File: config.mk
export PLATFORM = sky130hd
export DESIGN_NAME = bytewrite_ram_arbiter_flat
export DESIGN_NICKNAME = d
export VERILOG_FILES = /design/src/rtl/bytewrite_ram_pkg.sv /design/src/rtl/bytewrite_ram_arbiter_if.sv /design/src/rtl/bytewrite_ram_rr_arb.sv /design/src/rtl/bytewrite_ram_arbiter.sv /design/src/flat_wrapper.sv
export SDC_FILE = /design/constraint.sdc
export NUM_CORES = 1
export LEC_CHECK = 0
export ABC_AREA = 1
export BUFFER_PORTS_ARGS = -buffer_cell sky130_fd_sc_hd__buf_2
export CAP_MARGIN = 15
export CORE_AREA = 2 2 122 124
export CTS_CLUSTER_SIZE = 16
export DETAILED_ROUTE_END_ITERATION = 7
export DIE_AREA = 0 0 124 126
export MAX_ROUTING_LAYER = met4
export PLACE_DENSITY = 0.66
export SYNTH_ARGS = -nofsm -noshare
export SYNTH_HDL_FRONTEND = slang
export SYNTH_SLANG_ARGS = --single-unit
File: constraint.sdc
create_clock -name clk -period 1.65 [get_ports clk]
set_clock_uncertainty 0.1 [all_clocks]
set_input_delay 0.165 -clock clk [delete_from_list [all_inputs] [get_ports clk]]
set_output_delay 0.165 -clock clk [all_outputs]
set_load 0.1 [all_outputs]
File: src/rtl/bytewrite_ram_pkg.sv
// bytewrite_ram_pkg: shared types and constants for the byte-write RAM arbiter.
// Holds the controller FSM encoding, default geometry and the ID width helper.
package bytewrite_ram_pkg;

  // Controller FSM: clear sweep after reset, then normal arbitration
  typedef enum logic {
    ST_INIT = 1'b0,
    ST_RUN  = 1'b1
  } state_t;

  localparam int DEF_NUM_REQ    = 4;
  localparam int DEF_NUM_COL    = 4;
  localparam int DEF_COL_WIDTH  = 8;
  localparam int DEF_ADDR_WIDTH = 10;

  // Width of a requester index; never narrower than one bit
  function automatic int id_width(input int n);
    return (n <= 2) ? 1 : $clog2(n);
  endfunction

endpackage

File: src/rtl/bytewrite_ram_arbiter_if.sv
// bytewrite_ram_arbiter_if: request/response bus between client logic (master)
// and the RAM arbiter (slave). Requests are flattened per requester.
interface bytewrite_ram_arbiter_if
  import bytewrite_ram_pkg::*;
#(
  parameter int NUM_REQ    = DEF_NUM_REQ,
  parameter int NUM_COL    = DEF_NUM_COL,
  parameter int COL_WIDTH  = DEF_COL_WIDTH,
  parameter int ADDR_WIDTH = DEF_ADDR_WIDTH
);
  localparam int DATA_WIDTH = NUM_COL * COL_WIDTH;
  localparam int ID_WIDTH   = id_width(NUM_REQ);

  logic [NUM_REQ-1:0]            req_valid;
  logic [NUM_REQ-1:0]            req_ready;
  logic [NUM_REQ*NUM_COL-1:0]    req_we;
  logic [NUM_REQ*ADDR_WIDTH-1:0] req_addr;
  logic [NUM_REQ*DATA_WIDTH-1:0] req_wdata;
  logic                          rsp_valid;
  logic [ID_WIDTH-1:0]           rsp_id;
  logic                          rsp_we;
  logic [DATA_WIDTH-1:0]         rsp_data;

  modport master (
    output req_valid, req_we, req_addr, req_wdata,
    input  req_ready, rsp_valid, rsp_id, rsp_we, rsp_data
  );

  modport slave (
    input  req_valid, req_we, req_addr, req_wdata,
    output req_ready, rsp_valid, rsp_id, rsp_we, rsp_data
  );

endinterface

File: src/rtl/bytewrite_ram_rr_arb.sv
// bytewrite_ram_rr_arb: single-cycle combinational arbiter.
// Build option BYTEWRITE_RAM_ARB_RR_EN: defined -> round-robin starting at
// i_ptr; undefined -> fixed priority (index 0 highest, no pointer input).
module bytewrite_ram_rr_arb
  import bytewrite_ram_pkg::*;
#(
  parameter int NUM_REQ  = DEF_NUM_REQ,
  parameter int ID_WIDTH = id_width(NUM_REQ)
) (
  input  logic [NUM_REQ-1:0]  i_req,
`ifdef BYTEWRITE_RAM_ARB_RR_EN
  input  logic [ID_WIDTH-1:0] i_ptr,
`endif
  output logic [NUM_REQ-1:0]  o_grant,
  output logic [ID_WIDTH-1:0] o_id,
  output logic                o_any
);

  // Pick the first requesting index in search order and encode it
  always_comb begin
    int idx;
    idx     = 0;
    o_grant = '0;
    o_id    = '0;
    o_any   = 1'b0;
    for (int k = 0; k < NUM_REQ; k++) begin
`ifdef BYTEWRITE_RAM_ARB_RR_EN
      idx = (int'(i_ptr) + k) % NUM_REQ;
`else
      idx = k;
`endif
      if (!o_any && i_req[idx]) begin
        o_any        = 1'b1;
        o_grant[idx] = 1'b1;
        o_id         = ID_WIDTH'(idx);
      end
    end
  end

endmodule

File: src/rtl/bytewrite_ram_arbiter.sv
// bytewrite_ram_arbiter: shares one byte-write RAM port among NUM_REQ clients.
// Clears the RAM after reset, then grants one access per cycle through a
// registered command stage; responses return two cycles after the grant.
// Build option BYTEWRITE_RAM_ARB_RR_EN selects round-robin over fixed priority.
module bytewrite_ram_arbiter
  import bytewrite_ram_pkg::*;
#(
  parameter int NUM_REQ    = DEF_NUM_REQ,
  parameter int NUM_COL    = DEF_NUM_COL,
  parameter int COL_WIDTH  = DEF_COL_WIDTH,
  parameter int ADDR_WIDTH = DEF_ADDR_WIDTH
) (
  input  logic                             clk,
  input  logic                             rst_n,
  bytewrite_ram_arbiter_if.slave           bus,
  output logic                             ram_en,
  output logic [NUM_COL-1:0]               ram_we,
  output logic [ADDR_WIDTH-1:0]            ram_addr,
  output logic [NUM_COL*COL_WIDTH-1:0]     ram_din,
  input  logic [NUM_COL*COL_WIDTH-1:0]     ram_dout,
  output logic                             init_done
);
  localparam int DATA_WIDTH = NUM_COL * COL_WIDTH;
  localparam int ID_WIDTH   = id_width(NUM_REQ);
  localparam logic [ADDR_WIDTH-1:0] LAST_ADDR = '1;

  state_t                r_state, w_state_next;
  logic [ADDR_WIDTH-1:0] r_clr_addr;
  logic [NUM_REQ-1:0]    w_grant;
  logic [ID_WIDTH-1:0]   w_id;
  logic                  w_any, w_run, w_fire;

  logic                  r_ram_en;
  logic [NUM_COL-1:0]    r_ram_we;
  logic [ADDR_WIDTH-1:0] r_ram_addr;
  logic [DATA_WIDTH-1:0] r_ram_din;
  logic                  r_cmd_valid, r_cmd_we, r_rsp_valid, r_rsp_we;
  logic [ID_WIDTH-1:0]   r_cmd_id, r_rsp_id;

  logic [NUM_COL-1:0]    w_we_arr   [NUM_REQ];
  logic [ADDR_WIDTH-1:0] w_addr_arr [NUM_REQ];
  logic [DATA_WIDTH-1:0] w_wd_arr   [NUM_REQ];

  genvar gi;
  generate
    for (gi = 0; gi < NUM_REQ; gi++) begin : g_unpack
      assign w_we_arr[gi]   = bus.req_we[gi*NUM_COL +: NUM_COL];
      assign w_addr_arr[gi] = bus.req_addr[gi*ADDR_WIDTH +: ADDR_WIDTH];
      assign w_wd_arr[gi]   = bus.req_wdata[gi*DATA_WIDTH +: DATA_WIDTH];
    end
  endgenerate

`ifdef BYTEWRITE_RAM_ARB_RR_EN
  logic [ID_WIDTH-1:0] r_rr_ptr;

  // Rotate priority past the last winner; hold when nothing was granted
  always_ff @(posedge clk or negedge rst_n) begin
    if (!rst_n)
      r_rr_ptr <= '0;
    else if (w_fire)
      r_rr_ptr <= (w_id == ID_WIDTH'(NUM_REQ - 1)) ? '0 : w_id + 1'b1;
  end
`endif

  bytewrite_ram_rr_arb #(
    .NUM_REQ  (NUM_REQ),
    .ID_WIDTH (ID_WIDTH)
  ) u_arb (
    .i_req   (bus.req_valid),
`ifdef BYTEWRITE_RAM_ARB_RR_EN
    .i_ptr   (r_rr_ptr),
`endif
    .o_grant (w_grant),
    .o_id    (w_id),
    .o_any   (w_any)
  );

  // FSM state register
  always_ff @(posedge clk or negedge rst_n) begin
    if (!rst_n) r_state <= ST_INIT;
    else        r_state <= w_state_next;
  end

  // Leave INIT on the edge that issues the clear of the last address
  always_comb begin
    w_state_next = r_state;
    if (r_state == ST_INIT && r_clr_addr == LAST_ADDR)
      w_state_next = ST_RUN;
  end

  // Grants are only visible once the sweep is over
  always_comb begin
    w_run         = (r_state == ST_RUN);
    init_done     = w_run;
    bus.req_ready = w_run ? w_grant : '0;
    w_fire        = w_run & w_any;
  end

  // Clear counter walks the whole RAM and wraps back to zero on exit
  always_ff @(posedge clk or negedge rst_n) begin
    if (!rst_n)                 r_clr_addr <= '0;
    else if (r_state == ST_INIT) r_clr_addr <= r_clr_addr + 1'b1;
  end

  // RAM command register: clear writes during INIT, winner's access in RUN
  always_ff @(posedge clk or negedge rst_n) begin
    if (!rst_n) begin
      r_ram_en   <= 1'b0;
      r_ram_we   <= '0;
      r_ram_addr <= '0;
      r_ram_din  <= '0;
    end else if (r_state == ST_INIT) begin
      r_ram_en   <= 1'b1;
      r_ram_we   <= '1;
      r_ram_addr <= r_clr_addr;
      r_ram_din  <= '0;
    end else begin
      r_ram_en <= w_fire;
      r_ram_we <= w_fire ? w_we_arr[w_id] : '0;
      if (w_fire) begin
        r_ram_addr <= w_addr_arr[w_id];
        r_ram_din  <= w_wd_arr[w_id];
      end
    end
  end

  // Response shadow: tracks the command stage, then lines up with ram_dout
  always_ff @(posedge clk or negedge rst_n) begin
    if (!rst_n) begin
      r_cmd_valid <= 1'b0;
      r_cmd_id    <= '0;
      r_cmd_we    <= 1'b0;
      r_rsp_valid <= 1'b0;
      r_rsp_id    <= '0;
      r_rsp_we    <= 1'b0;
    end else begin
      r_cmd_valid <= w_fire;
      r_cmd_id    <= w_id;
      r_cmd_we    <= w_fire & (|w_we_arr[w_id]);
      r_rsp_valid <= r_cmd_valid;
      r_rsp_id    <= r_cmd_id;
      r_rsp_we    <= r_cmd_we;
    end
  end

  assign ram_en        = r_ram_en;
  assign ram_we        = r_ram_we;
  assign ram_addr      = r_ram_addr;
  assign ram_din       = r_ram_din;
  assign bus.rsp_valid = r_rsp_valid;
  assign bus.rsp_id    = r_rsp_id;
  assign bus.rsp_we    = r_rsp_we;
  assign bus.rsp_data  = ram_dout;

endmodule
File: src/flat_wrapper.sv
// flat-port wrapper written by rule: the top's interface ports become plain ports
module bytewrite_ram_arbiter_flat import bytewrite_ram_pkg::*;
#(
  parameter int NUM_REQ    = DEF_NUM_REQ,
  parameter int NUM_COL    = DEF_NUM_COL,
  parameter int COL_WIDTH  = DEF_COL_WIDTH,
  parameter int ADDR_WIDTH = DEF_ADDR_WIDTH
)
  (clk, rst_n, ram_en, ram_we, ram_addr, ram_din, ram_dout, init_done, bus_req_valid, bus_req_we, bus_req_addr, bus_req_wdata, bus_req_ready, bus_rsp_valid, bus_rsp_id, bus_rsp_we, bus_rsp_data);
  bytewrite_ram_arbiter_if #(.NUM_REQ(NUM_REQ), .NUM_COL(NUM_COL), .COL_WIDTH(COL_WIDTH), .ADDR_WIDTH(ADDR_WIDTH)) bus_i ();
  input  logic clk;
  input  logic rst_n;
  output logic ram_en;
  output logic [NUM_COL-1:0] ram_we;
  output logic [ADDR_WIDTH-1:0] ram_addr;
  output logic [NUM_COL*COL_WIDTH-1:0] ram_din;
  input  logic [NUM_COL*COL_WIDTH-1:0] ram_dout;
  output logic init_done;
  input wire logic [$bits(bus_i.req_valid)-1:0] bus_req_valid;
  input wire logic [$bits(bus_i.req_we)-1:0] bus_req_we;
  input wire logic [$bits(bus_i.req_addr)-1:0] bus_req_addr;
  input wire logic [$bits(bus_i.req_wdata)-1:0] bus_req_wdata;
  output wire logic [$bits(bus_i.req_ready)-1:0] bus_req_ready;
  output wire logic [$bits(bus_i.rsp_valid)-1:0] bus_rsp_valid;
  output wire logic [$bits(bus_i.rsp_id)-1:0] bus_rsp_id;
  output wire logic [$bits(bus_i.rsp_we)-1:0] bus_rsp_we;
  output wire logic [$bits(bus_i.rsp_data)-1:0] bus_rsp_data;
  assign bus_i.req_valid = bus_req_valid;
  assign bus_i.req_we = bus_req_we;
  assign bus_i.req_addr = bus_req_addr;
  assign bus_i.req_wdata = bus_req_wdata;
  assign bus_req_ready = bus_i.req_ready;
  assign bus_rsp_valid = bus_i.rsp_valid;
  assign bus_rsp_id = bus_i.rsp_id;
  assign bus_rsp_we = bus_i.rsp_we;
  assign bus_rsp_data = bus_i.rsp_data;
  bytewrite_ram_arbiter #(.NUM_REQ(NUM_REQ), .NUM_COL(NUM_COL), .COL_WIDTH(COL_WIDTH), .ADDR_WIDTH(ADDR_WIDTH)) u_core (.clk(clk), .rst_n(rst_n), .bus(bus_i), .ram_en(ram_en), .ram_we(ram_we), .ram_addr(ram_addr), .ram_din(ram_din), .ram_dout(ram_dout), .init_done(init_done));
endmodule
==> results of run 1 <==
-- cell type report --
class	count	area share (%)
well taps	184	3.623
flip-flops and latches	66	26.05
clock inverters	6	1.772
clock buffers	10	3.761
inverters	63	3.859
multi-input cells	419	31.96
repair buffers	295	28.98
-- how the worst max path moves through the flow --
stage	slack, ns	end	startpoint	cells after the start
after CTS	-0.02	bus_req_ready[2]	u_core.init_done	3
after global placement	0.15	u_core.ram_din[1]	bus_req_valid[1]	8
after global routing	-0.02	bus_req_ready[2]	u_core.init_done	3
after floorplan	-0.59	bus_req_ready[2]	u_core.init_done	3
after detailed placement	0.11	u_core.ram_addr[1]	bus_req_valid[1]	8
final	0.02	bus_req_ready[2]	u_core.init_done	3
-- tightest hold or removal path, delay by kind of cell --
kind,cells,cell delay (ns)
AO/OA/AOI/OAI,2,0.17
buffers and inverters,1,0.08
-- cells by family (layout without fill, tap and decap cells) --
group                      after synthesis  in the layout  synth area share [%]
AOI/OAI and AO/OA                      224            224                 26.21
and+or+nand+nor                        185            185                 17.23
buffers and inverters                  138            374                 16.75
DFF                                     66             66                 37.72
xor gates and xnor gates                 9              9                 1.801
adders and majority gates                1              1                0.2858
-- state kept, by name (all words and copies together) (netlist names) --
signal / flops
u_core.ram_din: 32
u_core.r_cmd_valid: 1
u_core.r_cmd_id: 2
u_core.r_cmd_we: 1
u_core.r_clr_addr: 10
u_core.bus.rsp_we: 1
u_core.bus.rsp_valid: 1
u_core.ram_we: 4
u_core.bus.rsp_id: 2
u_core.ram_en: 1
u_core.ram_addr: 10
u_core.init_done: 1
-- placed cells by master, fill, tap and decap left out, types with 16 or more instances in the layout --
cell type and count:
o21ai_0 16, buf_2 240, buf_4 24, dfrtp_1 65, o21ai_1 73, nand2_1 150, dlygate4sd3_1 16, a21oi_1 125
inv_1 58
-- stage by stage --
stage | hold slack [ns] | std cells | util [%]
floorplan | -0.2306 | 623 | -
global placement | 0.1027 | 1006 | 40.45
detailed placement | 0.1025 | 1006 | 40.45
CTS | 0.001698 | 1043 | 44.33
global route | 0.01587 | 1043 | 44.40
finish | 0.01835 | 1043 | 44.40
-- repair_timing --
action                                 4_1_cts  5_1_grt
endpoints found under the hold margin       81        0
hold buffers                                16        0
pin swaps                                    1        1
setup buffers                                5        0
setup endpoints to repair                    1        2
resized for setup                            2        2
-- layer usage --
| metal | up-vias | share of wire [%] | track usage [%] | wire, um |
|---|---|---|---|---|
| met5 | - | 0 | - | 0 |
| met4 | 0 | 2.0 | 6.940 | 305 |
| met3 | 22 | 6.3 | 2.899 | 954 |
| met2 | 184 | 52 | 34.68 | 7806 |
| met1 | 2261 | 40 | 22.12 | 6004 |
| li1 | 2463 | - | - | - |
-- power breakdown --
part           internal, uW  total, uW  switching, uW
registers              1620       1630           1.13
clock network          1520       2250            730
logic                   350        763            413
total                  3500       4640           1140
==> run_results.csv, run 1 <==
group,metric,value,unit
route,vias,4930,
critical_path,rr_endpoint,"u_core.r_clr_addr[9]",
route,first_pass_iters,4,
power,powerDensity,730.3,nW/um^2
min_path,hold_depth,3,
layout,ff_latch_area,1655,um^2
timing,fin_ws,0.01821,ns
critical_path,path_delay_family,"flip-flops",
critical_path,r2r_slack,0.13,ns
placement,dp_slack,0.1118,ns
synthesis,synth_commonest_cells,"nand2_1 (151), a21oi_1 (125), o21ai_1 (73)",
global_route,grt_max_degree,67,
route,vias_per_cell,4.727,
critical_path,critical_path.cell_chain,"inv_6 > nor4_4 > buf_12",
timing,hold_violations,0,
synthesis,yosysMostFrequentCell,"nand2_1",
placement,place_congestion,0.8409,
flow_run,drv_cap,0,
die,core,14310,um^2
timing,rsz0062_at_grt,"yes",
critical_path,r2r_cells,5,
global_route,grt_pass1_vias,4687,
placement,io_buffers,245,
power,leakage,0.003347,uW
timing,slew_headroom,66.03,%
placement,dpl.hpwl,11.46,mm
global_route,grt_overflow_total,0,
critical_path,crit_type,"flip-flop to output pin",
global_route,antenna_found_initial,0,
synthesis,yosys_warnings,0,
min_path,hp-class,"input port to flip-flop",
cts,cts_made_buffers,9,
critical_path,crit_required,1.38,ns
route,wl_per_cell,14.45,um
critical_path,critical_path.max_stage_delay,0.46,ns
die,die-area,15620,um^2
power,power,4641,uW
timing,period_needed,1.632,ns
synthesis,netlist_area,4378,um^2
timing,finalSetupTns,0,ns
die,start_util,30.59,%
synthesis,synth-main-ff-cell,"dfrtp_1",
critical_path,cp.arrival,1.37,ns
timing,tightest_slew,0.5131,ns
synthesis,ys_seq_area_share,37.73,%
layout,num-nets-final,1077,
critical_path,cp-start-kind,"flip-flop",
cts,clkLatencyLatePin,0.33,ns
critical_path,critPathBufInv,2,
synthesis,syn-num-nets,846,
cts,cts_tree,"yes",
route,drc,0,
synthesis,netlist.area_leader.share,37.73,%
critical_path,rr_startpoint,"u_core.init_done",
timing,finalSetupViolCount,0,
timing,slew_violations,0,
cts,path_clk_slew,0.06,ns
critical_path,critPathMaxFanout,4,
die,dieHeight,126,um
cts,cts_max_level,3,
cts,cts_sinks,66,
timing,fmax,612.8,MHz
global_route,grt_pass1_wl,23.03,mm
synthesis,synthTopCellsByArea,"dfrtp_1 (38%), a21oi_1 (14%), nand2_1 (13%)",
route,ant_nets,0,
route,wl,15.07,mm
global_route,track_usage,19.56,%
synthesis,synth_edf_count,0,
layout,multi_input_area,2031,um^2
placement,placed_area,5791,um^2
synthesis,syn_avg_cell_area,7.027,um^2
layout,design_area,6355,um^2
cts,clock_path_buffers,2,
min_path,hp-start,"bus_req_wdata[87]",
critical_path,endpoint_kind,"output pin",
synthesis,ys_types,28,
timing,period_share,98.90,%
run_status,status,"finished, final reports clean",
cts,root_buffer,"clkbuf_16",
layout,area_growth,45.16,%
die,rows,44,
layout,insertedDiodeCount,0,
layout,drive_gt1_share,35.97,%
synthesis,synth_seq_cells,66,
critical_path,cpMaxStageDelayCell,"dfrtp_4",
synthesis,yosys.area.top_type,"dfrtp_1",
min_path,worstHoldEndpoint,"u_core.ram_din[23]",
route,drtIter0Drc,180,
die,dieWidth,124,um
layout,fillers,1528,
power,peakVddDrop,458.2,uV
die,ios,310,
synthesis,async_flop_share,100.0,%
synthesis,syn_inst,623,
No activity file was read; power rests on OpenSTA's default activity.
==> inputs of run 2 (changes only) <==
--- a/config.mk
+++ b/config.mk
@@ -8,12 +8,13 @@
 export ABC_AREA = 1
 export BUFFER_PORTS_ARGS = -buffer_cell sky130_fd_sc_hd__buf_2
 export CAP_MARGIN = 15
-export CORE_AREA = 2 2 122 124
+export CELL_PAD_IN_SITES_DETAIL_PLACEMENT = 0
+export CELL_PAD_IN_SITES_GLOBAL_PLACEMENT = 2
+export CORE_UTILIZATION = 20
 export CTS_CLUSTER_SIZE = 16
 export DETAILED_ROUTE_END_ITERATION = 7
-export DIE_AREA = 0 0 124 126
 export MAX_ROUTING_LAYER = met4
-export PLACE_DENSITY = 0.66
+export PLACE_DENSITY = 0.84
 export SYNTH_ARGS = -nofsm -noshare
 export SYNTH_HDL_FRONTEND = slang
 export SYNTH_SLANG_ARGS = --single-unit
==> run 2 against run 1 <==
  * Die area increased by 44%
  * Critical path depth is 1 higher
  * First-iteration DRC count fell by 20%
  * Non-clock buffer count did not move
  * Combinational power up 0.5%
  * Wire length rose by 11%
  * Clock power decreased by 23%
  * Clock-buffer cell count up 1
  * Final area increased by 0.47%
  * Via count down 1.1%
  * Fmax up 3.9%
  * Register-to-register slack about the same
  * Largest cell class unchanged
  * Highest routed layer unchanged
==> run_results.csv, run 2 (same netlist as run 1, synthesis figures left out) <==
group,metric,value,unit
timing,rsz0062_at_grt,"no",
die,start_util,20.63,%
layout,final_common_cell,"buf_2",
route,drc,0,
die,ios,310,
timing,tightest_slew,0.5219,ns
layout,largest_register_ffs,32,
route,vias,4875,
critical_path,crit_required,1.38,ns
route,wl_per_cell,14.71,um
critical_path,worstSetupStartpoint,"u_core.init_done",
route,vias_per_cell,4.295,
route,first_pass_iters,4,
critical_path,rr_startpoint,"u_core.init_done",
die,core,21220,um^2
placement,dp_slack,0.07059,ns
die,dieWidth,150.0,um
power,power,4133,uW
placement,place_congestion,0.8230,
run_status,status,"finished, final reports clean",
global_route,antenna_found_initial,1,
critical_path,cp.arrival,1.31,ns
cts,cts_made_buffers,9,
placement,placed_area,5887,um^2
timing,finalSetupTns,0,ns
power,peakVddDrop,345.7,uV
min_path,hp-class,"input port to flip-flop",
placement,dpl.hpwl,12.53,mm
cts,root_buffer,"clkbuf_16",
global_route,grt_pass1_wl,25.25,mm
timing,fin_ws,0.07888,ns
min_path,hold_depth,3,
layout,design_area,6385,um^2
placement,io_buffers,245,
cts,cts_sinks,66,
layout,ff_latch_area,1655,um^2
critical_path,cp-start-kind,"flip-flop",
layout,drive_gt1_share,35.39,%
layout,final_cell_mix,"buf_2 (239), nand2_1 (150), a21oi_1 (125), o21ai_1 (73), dfrtp_1 (65)",
layout,area_growth,45.84,%
layout,num-nets-final,1077,
die,rows,53,
critical_path,endpoint_kind,"output pin",
critical_path,r2r_cells,6,
min_path,hp-start,"bus_req_wdata[92]",
route,drtIter0Drc,144,
critical_path,rr_endpoint,"u_core.r_clr_addr[6]",
timing,finalSetupViolCount,0,
timing,fmax,636.5,MHz
global_route,grt_max_degree,47,
global_route,track_usage,15.26,%
global_route,grt_overflow_total,0,
min_path,worstHoldEndpoint,"u_core.ram_din[28]",
global_route,grt_pass1_vias,4683,
timing,slew_violations,0,
cts,clkLatencyLatePin,0.33,ns
layout,multi_input_area,2031,um^2
timing,slew_headroom,65.45,%
cts,clock_path_buffers,2,
timing,period_share,95.22,%
die,die-area,22490,um^2
critical_path,critPathMaxFanout,4,
route,ant_nets,0,
cts,path_clk_slew,0.06,ns
route,wl,16.70,mm
cts,cts_tree,"yes",
critical_path,r2r_slack,0.14,ns
layout,fillers,2416,
flow_run,drv_cap,0,
power,leakage,0.003302,uW
timing,hold_violations,0,
timing,period_needed,1.571,ns
power,powerDensity,647.3,nW/um^2
critical_path,crit_type,"flip-flop to output pin",
cts,cts_max_level,3,
die,dieHeight,150.0,um
[run 2: metal layers]
| metal | part of all wire, % | GRT usage [%] |
|---|---|---|
| met2 | 49 | 25.58 |
| met4 | 1.8 | 4.646 |
| met1 | 43 | 18.27 |
| met5 | 0 | - |
| met3 | 7.1 | 3.171 |
[run 2: worst max-delay path, cell delays in order, from the launching register on]
cell and delay (ns):
dfrtp_4 0.50, buf_6 0.14, nand2_4 0.07, clkinvlp_4 0.09, buf_12 0.17
[run 2: report_power, final]
group	switching (uW)	leakage, uW	internal (uW)
logic	422	0.00231	345
clock network	728	0.000129	1010
registers	1.75	0.000866	1620
[run 2: final cells by class]
| type | count | area share [%] |
|---|---|---|
| antenna | 1 | 0.03919 |
| clock buffer | 11 | 3.645 |
| clock inverter | 5 | 0.4899 |
| inverter | 63 | 3.802 |
| multi-input combinational | 419 | 31.80 |
| sequential | 66 | 25.93 |
| tap | 275 | 5.389 |
| timing repair buffer | 295 | 28.90 |
[run 2: how the worst max path moves through the flow]
stage | endpoint | slack (ns)
floorplan | bus_req_ready[2] | -0.59
global placement | u_core.ram_addr[1] | 0.06
detailed placement | u_core.ram_addr[1] | 0.07
CTS | bus_req_ready[0] | 0.005
global route | u_core.r_clr_addr[6] | 0.009
finish | bus_req_ready[0] | 0.08
[run 2: repair_timing]
action | CTS | global route
pin swaps | 1 | 0
endpoints found under the hold margin | 85 | 0
hold buffers | 20 | 0
buffers inserted | 2 | 0
gates resized for setup | 1 | 3
endpoints found under the setup margin | 1 | 3
[run 2: stage by stage]
stage	utilization (%)	hold WS, ns	std cells
final	30.09	0.01148	1135
after global placement	27.74	-0.01504	1096
after floorplan	-	-0.2306	623
after global routing	30.09	0.008200	1135
after detailed placement	27.74	-0.01517	1096
after CTS	30.01	0.0004609	1134
==> inputs of run 3 (changes only) <==
--- a/config.mk
+++ b/config.mk
@@ -15,6 +15,7 @@
 export DETAILED_ROUTE_END_ITERATION = 7
 export MAX_ROUTING_LAYER = met4
 export PLACE_DENSITY = 0.84
+export RECOVER_POWER = 50
 export SYNTH_ARGS = -nofsm -noshare
 export SYNTH_HDL_FRONTEND = slang
 export SYNTH_SLANG_ARGS = --single-unit
==> run 3 against run 2 <==
  * Wire length is essentially flat
  * Register-to-register slack lost 0.04 ns
  * Critical path type unchanged
  * First-iteration DRC count grew 13%
  * Clock power is essentially flat
  * Die area is the same
  * Critical path depth is the same
  * Power is essentially flat
  * Final area shrank 0.33%
  * Sequential power is essentially flat
  * Fmax shrank 0.33%
  * Utilization shrank 0.10 points
  * Worst setup slack lost 0.0052 ns
==> run_results.csv, run 3 (same netlist as run 1, synthesis figures left out) <==
group,metric,value,unit
run_status,status,"finished, final reports clean",
timing,tightest_slew,0.5780,ns
route,vias_per_cell,4.300,
timing,fmax,634.4,MHz
cts,cts_sinks,66,
placement,place_congestion,0.8230,
critical_path,endpoint_kind,"output pin",
die,dieWidth,150.0,um
cts,cts_tree,"yes",
global_route,grt_overflow_total,0,
placement,io_buffers,245,
layout,num-nets-final,1077,
timing,period_share,95.53,%
cts,root_buffer,"clkbuf_16",
timing,hold_slack,0.01117,ns
timing,hold_violations,0,
critical_path,critical_path.cell_chain,"buf_6 > nand2_4 > clkinvlp_4 > buf_12",
min_path,hp-class,"input port to flip-flop",
route,drtIter0Drc,163,
critical_path,critPathMaxFanout,4,
power,leakage,0.003294,uW
layout,final_common_cell,"buf_2",
route,wl_per_cell,14.71,um
power,powerDensity,648.9,nW/um^2
global_route,grt_max_degree,47,
die,dieHeight,150.0,um
cts,clkLatencyLatePin,0.34,ns
die,core,21220,um^2
route,vias,4880,
critical_path,crit_required,1.38,ns
global_route,use_met1,18.27,%
layout,drive_gt1_share,35.27,%
cts,path_clk_slew,0.06,ns
global_route,track_usage,15.26,%
layout,largest_register_ffs,32,
power,peakVddDrop,345.7,uV
route,wl,16.70,mm
cts,cts_max_level,3,
critical_path,path_delay_family,"flip-flops",
global_route,busiest_layer,"met2",
global_route,grt_pass1_vias,4683,
critical_path,crit_type,"flip-flop to output pin",
critical_path,cp.arrival,1.31,ns
die,start_util,20.63,%
route,ant_nets,0,
timing,finalSetupViolCount,0,
route,first_pass_iters,4,
die,rows,53,
cts,clock_path_buffers,2,
timing,slew_violations,0,
global_route,use_met2,25.58,%
layout,final_cell_mix,"buf_2 (239), nand2_1 (150), a21oi_1 (125), o21ai_1 (73), dfrtp_1 (65)",
critical_path,cpMaxStageDelayCell,"dfrtp_4",
global_route,grt_pass1_wl,25.25,mm
layout,fillers,2420,
flow_run,drv_cap,0,
critical_path,critPathBufInv,3,
die,ios,310,
critical_path,cp-start-kind,"flip-flop",
timing,finalSetupTns,0,ns
critical_path,critical_path.max_stage_delay,0.51,ns
timing,rsz0062_at_grt,"no",
global_route,antenna_found_initial,1,
timing,period_needed,1.576,ns
global_route,use_met3,3.171,%
placement,dpl.hpwl,12.53,mm
route,drc,0,
layout,area_growth,45.36,%
timing,slew_headroom,61.47,%
cts,cts_made_buffers,9,
die,die-area,22490,um^2
[run 3: cell types whose count changed in the layout (fill, tap and decap cells not counted)]
cell | previous run | this run
buf_12 | 14 | 13
buf_4 | 21 | 18
clkbuf_1 | 2 | 3
clkbuf_2 | 0 | 2
clkbuf_4 | 0 | 1
or2_0 | 0 | 1
or2_1 | 1 | 0
[run 3: cell type report]
cell class / instances / area (um^2) / area share (%)
Sequential cell: 66 / 1655 / 26.01
Timing Repair Buffer: 295 / 1824 / 28.67
Inverter: 63 / 242.7 / 3.814
Multi-Input combinational cell: 419 / 2031 / 31.91
Clock inverter: 5 / 31.28 / 0.4915
Antenna cell: 1 / 2.502 / 0.03932
Tap cell: 275 / 344.1 / 5.407
Clock buffer: 11 / 232.7 / 3.657
[run 3: what timing repair did]
action                                  in CTS  in global routing
hold buffers                                20                  0
pin swaps                                    1                  0
endpoints found under the setup margin       1                  3
setup buffers                                2                  0
resized for setup                            1                  3
endpoints found under the hold margin       85                  0
[run 3: metal layers]
metal  vias to the layer above  part of all wire [%]
li1                       2469                     -
met1                      2199                    43
met2                       189                    49
met3                        23                   6.5
met4                         0                   1.8
met5                         -                     0
[run 3: final timing paths]
path / to / cells after the start / slack [ns] / start
worst max-delay path: bus_req_ready[0] / 4 / 0.07 / u_core.init_done
worst min-delay path: u_core.ram_din[28] / 3 / 0.01 / bus_req_wdata[92]
worst max register to register: u_core.ram_addr[6] / 6 / 0.10 / u_core.init_done
worst min register to register: u_core.bus.rsp_we / 0 / 0.25 / u_core.r_cmd_we
max in group asynchronous: u_core.ram_din[19] / 3 / 0.23 / rst_n
min in group asynchronous: u_core.r_clr_addr[3] / 2 / 0.26 / rst_n
[run 3: where the power goes]
part / internal, uW / total, uW / switching [uW]
clock network: 1010 / 1740 / 730
registers: 1620 / 1630 / 1.75
logic: 340 / 761 / 421
total: 2980 / 4130 / 1150
[run 3: through the flow]
step | instance area (um^2) | std cells | power (uW) | setup WS (ns) | util, %
after global placement | 5887 | 1096 | 2399 | 0.06367 | 27.74
after CTS | 6369 | 1134 | 4223 | 0.005000 | 30.01
after floorplan | 4418 | 623 | 2379 | -0.5864 | -
after global routing | 6364 | 1135 | 4377 | 0.008536 | 29.99
final | 6364 | 1135 | 4129 | 0.07370 | 29.99
after detailed placement | 5887 | 1096 | 2398 | 0.07059 | 27.74
[run 3: tightest hold or removal path, delay by kind of cell]
family | cells | cell delay (ns)
AO/OA/AOI/OAI | 2 | 0.16
buffers and inverters | 1 | 0.08
